--- src/rtl/current_trip_ctrl.sv ---
// Overcurrent shutdown sequencer: watches four ADC sample streams and drives the power
// switch enable, latching channel or stalled-stream faults and enforcing a re-arm cooldown.
module current_trip_ctrl #(
  parameter int unsigned TRIP_COUNT    = 4,
  parameter int unsigned COOLDOWN_CLKS = 1000000,
  parameter int unsigned STALE_CLKS    = 65536
) (
  input  logic        i_Clk,
  input  logic        i_Rst_L,
  input  logic [11:0] adc_data_ch0,
  input  logic [11:0] adc_data_ch1,
  input  logic [11:0] adc_data_ch2,
  input  logic [11:0] adc_data_ch3,
  input  logic        adc_valid_ch0,
  input  logic        adc_valid_ch1,
  input  logic        adc_valid_ch2,
  input  logic        adc_valid_ch3,
  input  logic [11:0] i_thresh,
  input  logic [3:0]  i_ch_en,
  input  logic        i_arm,
  input  logic        i_clear,
  output logic        o_switch_en,
  output logic        o_fault,
  output logic [3:0]  o_fault_ch,
  output logic        o_stale,
  output logic [1:0]  o_state
);

  localparam int unsigned N_CH  = 4;
  localparam int unsigned CNT_W = $clog2(TRIP_COUNT + 1);
  localparam int unsigned WD_W  = $clog2(STALE_CLKS);
  localparam int unsigned CD_W  = (COOLDOWN_CLKS > 1) ? $clog2(COOLDOWN_CLKS) : 1;

  typedef enum logic [1:0] {
    ST_IDLE     = 2'd0,
    ST_RUN      = 2'd1,
    ST_TRIPPED  = 2'd2,
    ST_COOLDOWN = 2'd3
  } state_t;

  state_t state_q, state_d;
  logic [N_CH-1:0][CNT_W-1:0] cnt_q, cnt_d, cnt_run;
  logic [WD_W-1:0]            wd_q, wd_d;
  logic [CD_W-1:0]            cd_q, cd_d;
  logic                       sw_d, fault_d, stale_d;
  logic [3:0]                 fault_ch_d;

  logic [N_CH-1:0][11:0] data;
  logic [N_CH-1:0]       valid;
  logic [N_CH-1:0]       trip;
  logic                  any_valid;
  logic                  wd_trip;

  assign data  = {adc_data_ch3, adc_data_ch2, adc_data_ch1, adc_data_ch0};
  assign valid = {adc_valid_ch3, adc_valid_ch2, adc_valid_ch1, adc_valid_ch0};

  // Per-channel consecutive over-threshold counters and the stream watchdog condition
  always_comb begin
    cnt_run = cnt_q;
    trip    = '0;
    for (int n = 0; n < N_CH; n++) begin
      if (!i_ch_en[n]) begin
        cnt_run[n] = '0;
      end else if (valid[n]) begin
        if (data[n] > i_thresh) begin
          if (cnt_q[n] != CNT_W'(TRIP_COUNT)) cnt_run[n] = cnt_q[n] + CNT_W'(1);
          trip[n] = (cnt_run[n] == CNT_W'(TRIP_COUNT));
        end else begin
          cnt_run[n] = '0;
        end
      end
    end
    any_valid = |(valid & i_ch_en);
    wd_trip   = !any_valid && (wd_q == WD_W'(STALE_CLKS - 1));
  end

  always_ff @(posedge i_Clk or negedge i_Rst_L) begin
    if (!i_Rst_L) begin
      state_q     <= ST_IDLE;
      cnt_q       <= '0;
      wd_q        <= '0;
      cd_q        <= '0;
      o_switch_en <= 1'b0;
      o_fault     <= 1'b0;
      o_fault_ch  <= '0;
      o_stale     <= 1'b0;
    end else begin
      state_q     <= state_d;
      cnt_q       <= cnt_d;
      wd_q        <= wd_d;
      cd_q        <= cd_d;
      o_switch_en <= sw_d;
      o_fault     <= fault_d;
      o_fault_ch  <= fault_ch_d;
      o_stale     <= stale_d;
    end
  end

  // Next state; counters are zero whenever the FSM is outside RUN
  always_comb begin
    state_d    = state_q;
    cnt_d      = '0;
    wd_d       = '0;
    cd_d       = cd_q;
    sw_d       = 1'b0;
    fault_ch_d = o_fault_ch;
    stale_d    = o_stale;

    unique case (state_q)
      ST_IDLE: begin
        if (i_arm && (i_ch_en != 4'b0000)) begin
          state_d = ST_RUN;
          sw_d    = 1'b1;
        end
      end
      ST_RUN: begin
        if ((|trip) || wd_trip) begin
          state_d    = ST_TRIPPED;
          fault_ch_d = trip;
          stale_d    = wd_trip;
        end else if (!i_arm) begin
          state_d = ST_IDLE;
        end else begin
          sw_d  = 1'b1;
          cnt_d = cnt_run;
          wd_d  = any_valid ? '0 : wd_q + WD_W'(1);
        end
      end
      ST_TRIPPED: begin
        if (i_clear) begin
          state_d = ST_COOLDOWN;
          cd_d    = '0;
        end
      end
      ST_COOLDOWN: begin
        if (cd_q == CD_W'(COOLDOWN_CLKS - 1)) begin
          state_d    = ST_IDLE;
          cd_d       = '0;
          fault_ch_d = '0;
          stale_d    = 1'b0;
        end else begin
          cd_d = cd_q + CD_W'(1);
        end
      end
      default: state_d = ST_IDLE;
    endcase

    fault_d = (state_d == ST_TRIPPED) || (state_d == ST_COOLDOWN);
  end

  assign o_state = state_q;

endmodule

--- config.mk ---
export PLATFORM = sky130hd
export DESIGN_NAME = current_trip_ctrl
export DESIGN_NICKNAME = d
export VERILOG_FILES = /design/src/rtl/current_trip_ctrl.sv
export SDC_FILE = /design/constraint.sdc
export NUM_CORES = 1
export LEC_CHECK = 0
export ABC_AREA = 1
export BUFFER_PORTS_ARGS = -buffer_cell sky130_fd_sc_hd__buf_2
export CORE_ASPECT_RATIO = 0.9
export CORE_UTILIZATION = 51
export DETAILED_ROUTE_END_ITERATION = 8
export PLACE_DENSITY = 0.74
export SYNTH_ARGS = -nofsm -noshare
export SYNTH_HDL_FRONTEND = slang
export SYNTH_SLANG_ARGS = --single-unit
--- constraint.sdc ---
create_clock -name i_Clk -period 3.4 [get_ports i_Clk]
set_input_delay 0.51 -clock i_Clk [delete_from_list [all_inputs] [get_ports i_Clk]]
set_output_delay 0.51 -clock i_Clk [all_outputs]
set_load 0.02 [all_outputs]
# Yosys cells after proc, flatten, opt, wreduce, memory -nomap -nowiden
# Index checks and enable logic that the tools add are counted.
# classes
n_lt_le_gt_ge,4
n_reduce_logical,13
addsub,6
n_bitwise,1
muxes,66
eq_ne,22
# op_table
cell,n
$mux W3,28
$mux W16,4
$gt A12 B12 Y1,4
$mux W20,2
$pmux W20 S2,1
$mux W12,3
$add A20 B1 Y20 const B,1
$eq A20 B20 Y1 const B,1
$ne A5 B5 Y1 const B,4
$mux W1,17
$add A16 B1 Y16 const B,1
$eq A16 B16 Y1 const B,1
$add A3 B1 Y3 const B,4
$eq A3 B3 Y1 const B,4
$ne A3 B3 Y1 const B,4
$mux W2,5
$eq A2 B2 Y1 const B,4
$mux W4,2
$pmux W2 S4,1
$pmux W4 S2,1
$reduce_or A4 Y1,2
$ne A2 B2 Y1 const B,3
$and A4 B4 Y4,1
$pmux W1 S2,2
other kinds (9),12
# word_totals
word_cells,123
in_bits,72
out_inout_bits,9
register_bits,57

# Logic depth before layout (Yosys ltp)
# Gate-level depths: netlist (run 1).
# logic_depth
depth_word,15
ltp_mapped,16
ltp_nobuf,16

# Worst setup path after synthesis (run 1)
# OpenSTA, ideal clock, no wires.
# synth_path
path_kind,input-to-reg
startpoint,input i_thresh[11]
endpoint,register wd_q[3]
required_time_ns,3.319
n_path_buf,1
setup_ns,0.081
t_arrival_ns,1.940
stages,14
path_slack_ns,1.378
cell_sequence,inv_1 ha_1 nand2_1 nor2_1 and2_1 nand2_1 nand2_2 inv_2 nand3_2 nand2_4 nor2_8 nand2_8 buf_8 nor3_2
# synth_via
elab_chain_len,8
elab_cells_between_ends,20
cone_classes,order compare: 4; mux: 14; reduce/logical: 2
# synth_rtl
item,line_no,source
from (decl),18,"input logic [11:0] i_thresh,"
$gt A12 B12 Y1,65,if (data[n] > i_thresh) begin
$mux W1,65,
$mux W1,64,end else if (valid[n]) begin
$mux W1,62,if (!i_ch_en[n]) begin
$reduce_or A4 Y1 (*),117,if ((|trip) || wd_trip) begin
$logic_or A1 B1 Y1 (*),117,
$mux W16 (*),117,
$mux W16 (*),109,unique case (state_q)
named net wd_d[3],43,"logic [WD_W-1:0] wd_q, wd_d;"
to (signal assigned),90,wd_q <= wd_d;
to (decl),43,
# The timed path passes the listed nets; every way through them passes the cells marked *.
# A chain may end at the register's enable or synchronous reset.

# Worst setup path in the final report (run 1)
# layout_path
startpoint,input i_thresh[9]
endpoint,register wd_q[0]
# Same word-level chain as after synthesis.

==> reports/metrics.yaml, run 1 <==
hold_buffers: 0
power_density_nw_per_um2: 340
hold_viol: 0
path_max_fanout: 23
cp_cell_sequence: "buf_2 -> inv_1 -> ha_1 -> a21oi_1 -> nor2_1 -> nor2_1 -> nand3_1 -> nand3_2 -> nand3_4 -> nor2_8 -> nand2_8 -> nor3_1"
drc: 0
async_reset_ff_frac: 1.00
slowest_delay_ns: 0.28
post_cts_buffers: 0
vias: 4284
ant_nets: 0
rrSetupSlack_ns: 1.26
synth_largest_area_cell: "dfrtp_1"
yosysSeqAreaShare: 0.302
clk_pin_slew_ns: 0.07
final_cell_mix: "nand2_1, inv_1, buf_2, ha_1, dfrtp_1"
synth_edf_count: 0
finalCriticalPeriod_ns: 2.25
required_ns: 3.65
num-fill-cells: 814
instances_no_fill: 823
synth_warnings: 0
syn_area_per_cell_um2: 7.68
critical_path_buf_inv_count: 2
fin_crit_sh: 0.662
fmax_ghz: 0.444
static-leakage-power_uw: 0.00284
grt_max_degree: 41
synth_top_area_share: 0.302
drt_pass1_iterations: 6
gr-usage-all-layers: 0.250
crit_path_end_kind: "flop"
clock_latency_ns: 0.34
ir_drop_mv: 0.197
drv_slew: 0
vias_per_cell: 5.21
ys_top_cells_by_area: "dfrtp_1, ha_1, nand2_1"
gp_congestion: 0.873
worstPathArrival_ns: 2.50
grt_pass1_wl_um: 18500
syn_inst: 614
antenna_found_initial: 0
finalSetupViolations: 0
rows: 32
ioPinCount: 81
overflow: 0
syn_nets: 744
ys.flop_type: "dfrtp_1"
hold_class: "input pin to asynchronous set/reset pin"
cts_resized: 0
rsz0062_at_grt: "false"
die-area_um2: 9640
clockRootBuffer: "clkbuf_8"
tritoncts: "done"
grt_pass1_vias: 4115
maxCapViolations: 0
critPathMostFrequentCell: "nor2_1"
relSlewSlack: 0.498
tightest_slew_ns: 0.743
synthToLayoutAreaGrowth_pct: 14.0
io_buffers: 80
numCtsBuffers: 9
antenna_cells: 0
worstSetupStartpointType: "input pin"
initialDrtViolationCount: 160
place_inst: 808
status: "finished, final reports clean"
critPathTopFamily: "simple AND/OR/NAND/NOR gates"
ctsLongestPathBuffers: 2
start_util: 0.538
wl_per_cell_um: 13.3
synth_seq_cells: 57
fp.dieW_um: 103
dpl.hpwl_um: 8760
layout-drive-gt1-share: 0.217
clock-sinks: 57
routed_wl_um: 11000
layout_commonest_cell: "nand2_1"
yosys.cell_types.count: 49
slowest_stage: "ha_1"
criticalPathCategory: "input pin to flop"
total_power_uw: 1830
nets: 830
fp.coreArea_um2: 8770
synth_area_um2: 4720
finClkSkew_ns: 0.00936
h-tree-depth: 3
die_height_um: 93.2
setup_tns_ns: 0
[worst paths after layout]
kind                                           start                   endpoint  cells after the start
max                                      i_thresh[9]          wd_q[0]$_DFF_PN0_                     12
min                                          i_Rst_L        cd_q[3]$_DFFE_PN0P_                      1
max reg2reg                     cnt_q[3]$_DFFE_PN0P_       o_state[0]$_DFF_PN0_                     12
min reg2reg                o_fault_ch[0]$_DFFE_PN0P_  o_fault_ch[0]$_DFFE_PN0P_                      2
max in group asynchronous                    i_Rst_L          wd_q[4]$_DFF_PN0_                      2
min in group i_Clk         o_fault_ch[0]$_DFFE_PN0P_  o_fault_ch[0]$_DFFE_PN0P_                      2
[cell usage after synthesis, types with 3 or more instances]
cell	n
nand3_2	7
a31oi_1	4
nand4_1	18
nor3_1	7
inv_1	97
nand3_1	27
nor2_2	6
nor3_2	14
nor2_1	46
ha_1	58
o22ai_1	5
dfrtp_1	57
o21ai_0	22
a21o_1	4
xor2_1	14
xnor2_1	3
inv_2	5
a21oi_2	6
nand2_2	5
nand2_1	148
a21oi_1	24
[cell type report]
type | instances | area [um2] | share of cell area
multi-input combinational | 448 | 2840 | 0.529
sequential | 57 | 1430 | 0.265
timing repair buffer | 82 | 415 | 0.0772
inverter | 102 | 383 | 0.0712
tap | 119 | 149 | 0.0277
clock buffer | 11 | 141 | 0.0263
clock inverter | 4 | 20.0 | 0.00372
[flip-flops by register name, indices dropped and copies added, names as in the netlist]
| signal | count |
|---|---|
| o_state | 2 |
| wd_q | 16 |
| o_fault_ch | 4 |
| o_stale | 1 |
| cnt_q | 12 |
| cd_q | 20 |
| o_fault | 1 |
| o_switch_en | 1 |
[power by group]
group	internal [uW]	total (uW)	switching, uW
Clock	275	537	262
Sequential	760	834	74.4
Combinational	180	458	278
[layer usage]
metal,part of all wire,vias up,global-route usage
li1,-,2173,-
met2,0.46,91,0.404
met1,0.48,2006,0.341
met5,0,-,0
met3,0.042,14,0.0501
met4,0.013,0,0.0610
[per-stage QoR]
stage	cell area (um2)	setup WS (ns)	hold WS (ns)	util
floorplan	4720	1.38	0.214	-
global placement	5220	0.937	0.455	0.595
finish	5380	1.15	0.0934	0.613
CTS	5380	1.18	0.0936	0.613
detailed placement	5220	0.833	0.456	0.595
global route	5380	0.994	0.114	0.613
[cells by family after synthesis]
logic type / count (synthesis) / synth area share
buffers and inverters: 109 / 0.0947
AO/OA/AOI/OAI: 74 / 0.0942
AND/OR/NAND/NOR: 299 / 0.323
adder cells (fa/ha/maj): 58 / 0.154
XOR/XNOR: 17 / 0.0316
flip-flops: 57 / 0.302
(Power assumes the default switching activity.)
==> inputs of run 2 (changes only) <==
==> constraint.sdc (replaced) <==
create_clock -name i_Clk -period 2.4 [get_ports i_Clk]
set_input_delay 0.36 -clock i_Clk [delete_from_list [all_inputs] [get_ports i_Clk]]
set_output_delay 0.36 -clock i_Clk [all_outputs]
set_load 0.02 [all_outputs]
==> run 2 against run 1 <==
Compared with the run above:
- sequential share of layout area down 0.33 points
- first-iteration DRC count increased by 5.6%
- flip-flop and latch count stayed put
- count of clock-buffer cells in the layout is 1 higher
- final area increased by 1.3%
- largest cell class unchanged
==> reports/metrics.yaml, run 2 (synthesis results as in run 1) <==
h-tree-depth: 3
gr-usage-all-layers: 0.245
hold_class: "input pin to asynchronous set/reset pin"
grt_max_degree: 30
antenna_found_initial: 0
synthToLayoutAreaGrowth_pct: 15.5
worstSetupStartpointType: "flop"
ir_drop_mv: 0.292
routed_wl_um: 10700
overflow: 0
clk_pin_slew_ns: 0.07
clock-sinks: 57
worstPathArrival_ns: 2.40
finalCriticalPeriod_ns: 2.18
finClkSkew_ns: 0.00646
slowest_stage: "dfrtp_1"
reg.largest.list: "cd_q x20, wd_q x16, cnt_q x12"
whs_ns: 0.0332
critPathMostFrequentCell: "nand2_1"
place_inst: 811
instances_no_fill: 827
finalSetupViolations: 0
setup_tns_ns: 0
worst-r2r-cell-count: 13
required_ns: 2.62
maxCapViolations: 0
fmax_ghz: 0.459
initialDrtViolationCount: 169
design_area_um2: 5450
dpl.hpwl_um: 8670
nets: 833
clockRootBuffer: "clkbuf_8"
vias: 4291
drt_pass1_iterations: 6
wl_per_cell_um: 13.0
static-leakage-power_uw: 0.00287
ioPinCount: 81
post_cts_buffers: 0
largest_register_ff_count: 20
r2r_start: "cnt_q[3]$_DFFE_PN0P_"
final_cell_mix: "nand2_1, inv_1, buf_2, ha_1, dfrtp_1"
cts_resized: 0
rsz0062_at_grt: "false"
total_power_uw: 2750
crit_path_end_kind: "flop"
hold_viol: 0
path_max_fanout: 13
clock_latency_ns: 0.34
power_density_nw_per_um2: 506
criticalPathCategory: "flop to flop"
largest-register: "cd_q"
drv_slew: 0
layout_commonest_cell: "nand2_1"
grt_pass1_vias: 4105
antenna_cells: 0
critical_path_buf_inv_count: 2
slowest_delay_ns: 0.42
hold_buffers: 0
status: "finished, final reports clean"
fp.coreArea_um2: 8770
vias_per_cell: 5.19
io_buffers: 80
fp.dieW_um: 103
rrSetupSlack_ns: 0.22
fin_crit_sh: 0.908
die-area_um2: 9640
critPathTopFamily: "simple AND/OR/NAND/NOR gates"
tightest_slew_ns: 0.839
numCtsBuffers: 9
cp_cell_sequence: "inv_1 -> ha_1 -> nand2_1 -> nand2_1 -> nand2_1 -> or2_0 -> nor2_1 -> nand3_2 -> nand3_4 -> nor2_8 -> buf_4 -> nand4_1 -> nand2_1"
grt_pass1_wl_um: 18100
rows: 32
die_height_um: 93.2
relSlewSlack: 0.433
ctsLongestPathBuffers: 2
gp_congestion: 0.872
timing.rr.end: "cnt_q[11]$_DFFE_PN0P_"
layout-drive-gt1-share: 0.222
start_util: 0.538
drc: 0
ant_nets: 0
tritoncts: "done"
placed_area_um2: 5240
==> run 2: layer usage <==
metal / vias to the layer above / share of wire / GRT usage
met2: 97 / 0.46 / 0.401
met1: 1994 / 0.47 / 0.323
li1: 2187 / - / -
met4: 0 / 0.0097 / 0.0646
met3: 13 / 0.055 / 0.0538
met5: - / 0 / 0
==> run 2: report_power, final <==
part / leakage (uW) / internal, uW / switching, uW
Clock: 0.000103 / 536 / 394
Sequential: 0.000761 / 1080 / 103
Combinational: 0.00201 / 258 / 387
Total: 0.00287 / 1870 / 885
==> run 2: final cells by class <==
class / count / area [um2]
multi-input cells: 448 / 2840
clock inverters: 4 / 51.3
repair buffers: 85 / 438
well taps: 119 / 149
inverters: 102 / 383
flip-flops and latches: 57 / 1430
fillers: 768 / 3320
clock buffers: 12 / 155
==> run 2: through the flow <==
step | util | setup slack, ns
detailed placement | 0.598 | 0.148
global placement | 0.598 | 0.249
CTS | 0.621 | 0.250
finish | 0.621 | 0.221
global route | 0.621 | 0.0486
floorplan | - | 0.528
==> run 2: worst register-to-register path, cell delays in order (launching register included) <==
cell	delay [ns]
dfrtp_1	0.42
inv_1	0.10
ha_1	0.18
nand2_1	0.07
nand2_1	0.07
nand2_1	0.06
or2_0	0.19
nor2_1	0.27
nand3_2	0.19
nand3_4	0.14
nor2_8	0.05
buf_4	0.18
nand4_1	0.10
nand2_1	0.06
==> run 2: how the worst max path moves through the flow <==
stage	from	endpoint	slack, ns	depth (start not counted)
floorplan	i_thresh[11]	wd_q[3]$_DFF_PN0_	0.53	14
finish	cnt_q[3]$_DFFE_PN0P_	cnt_q[11]$_DFFE_PN0P_	0.22	13
CTS	cnt_q[3]$_DFFE_PN0P_	cnt_q[11]$_DFFE_PN0P_	0.25	13
global route	cnt_q[3]$_DFFE_PN0P_	cnt_q[9]$_DFFE_PN0P_	0.05	13
global placement	i_thresh[9]	wd_q[1]$_DFF_PN0_	0.25	13
detailed placement	i_thresh[11]	cnt_q[11]$_DFFE_PN0P_	0.15	15
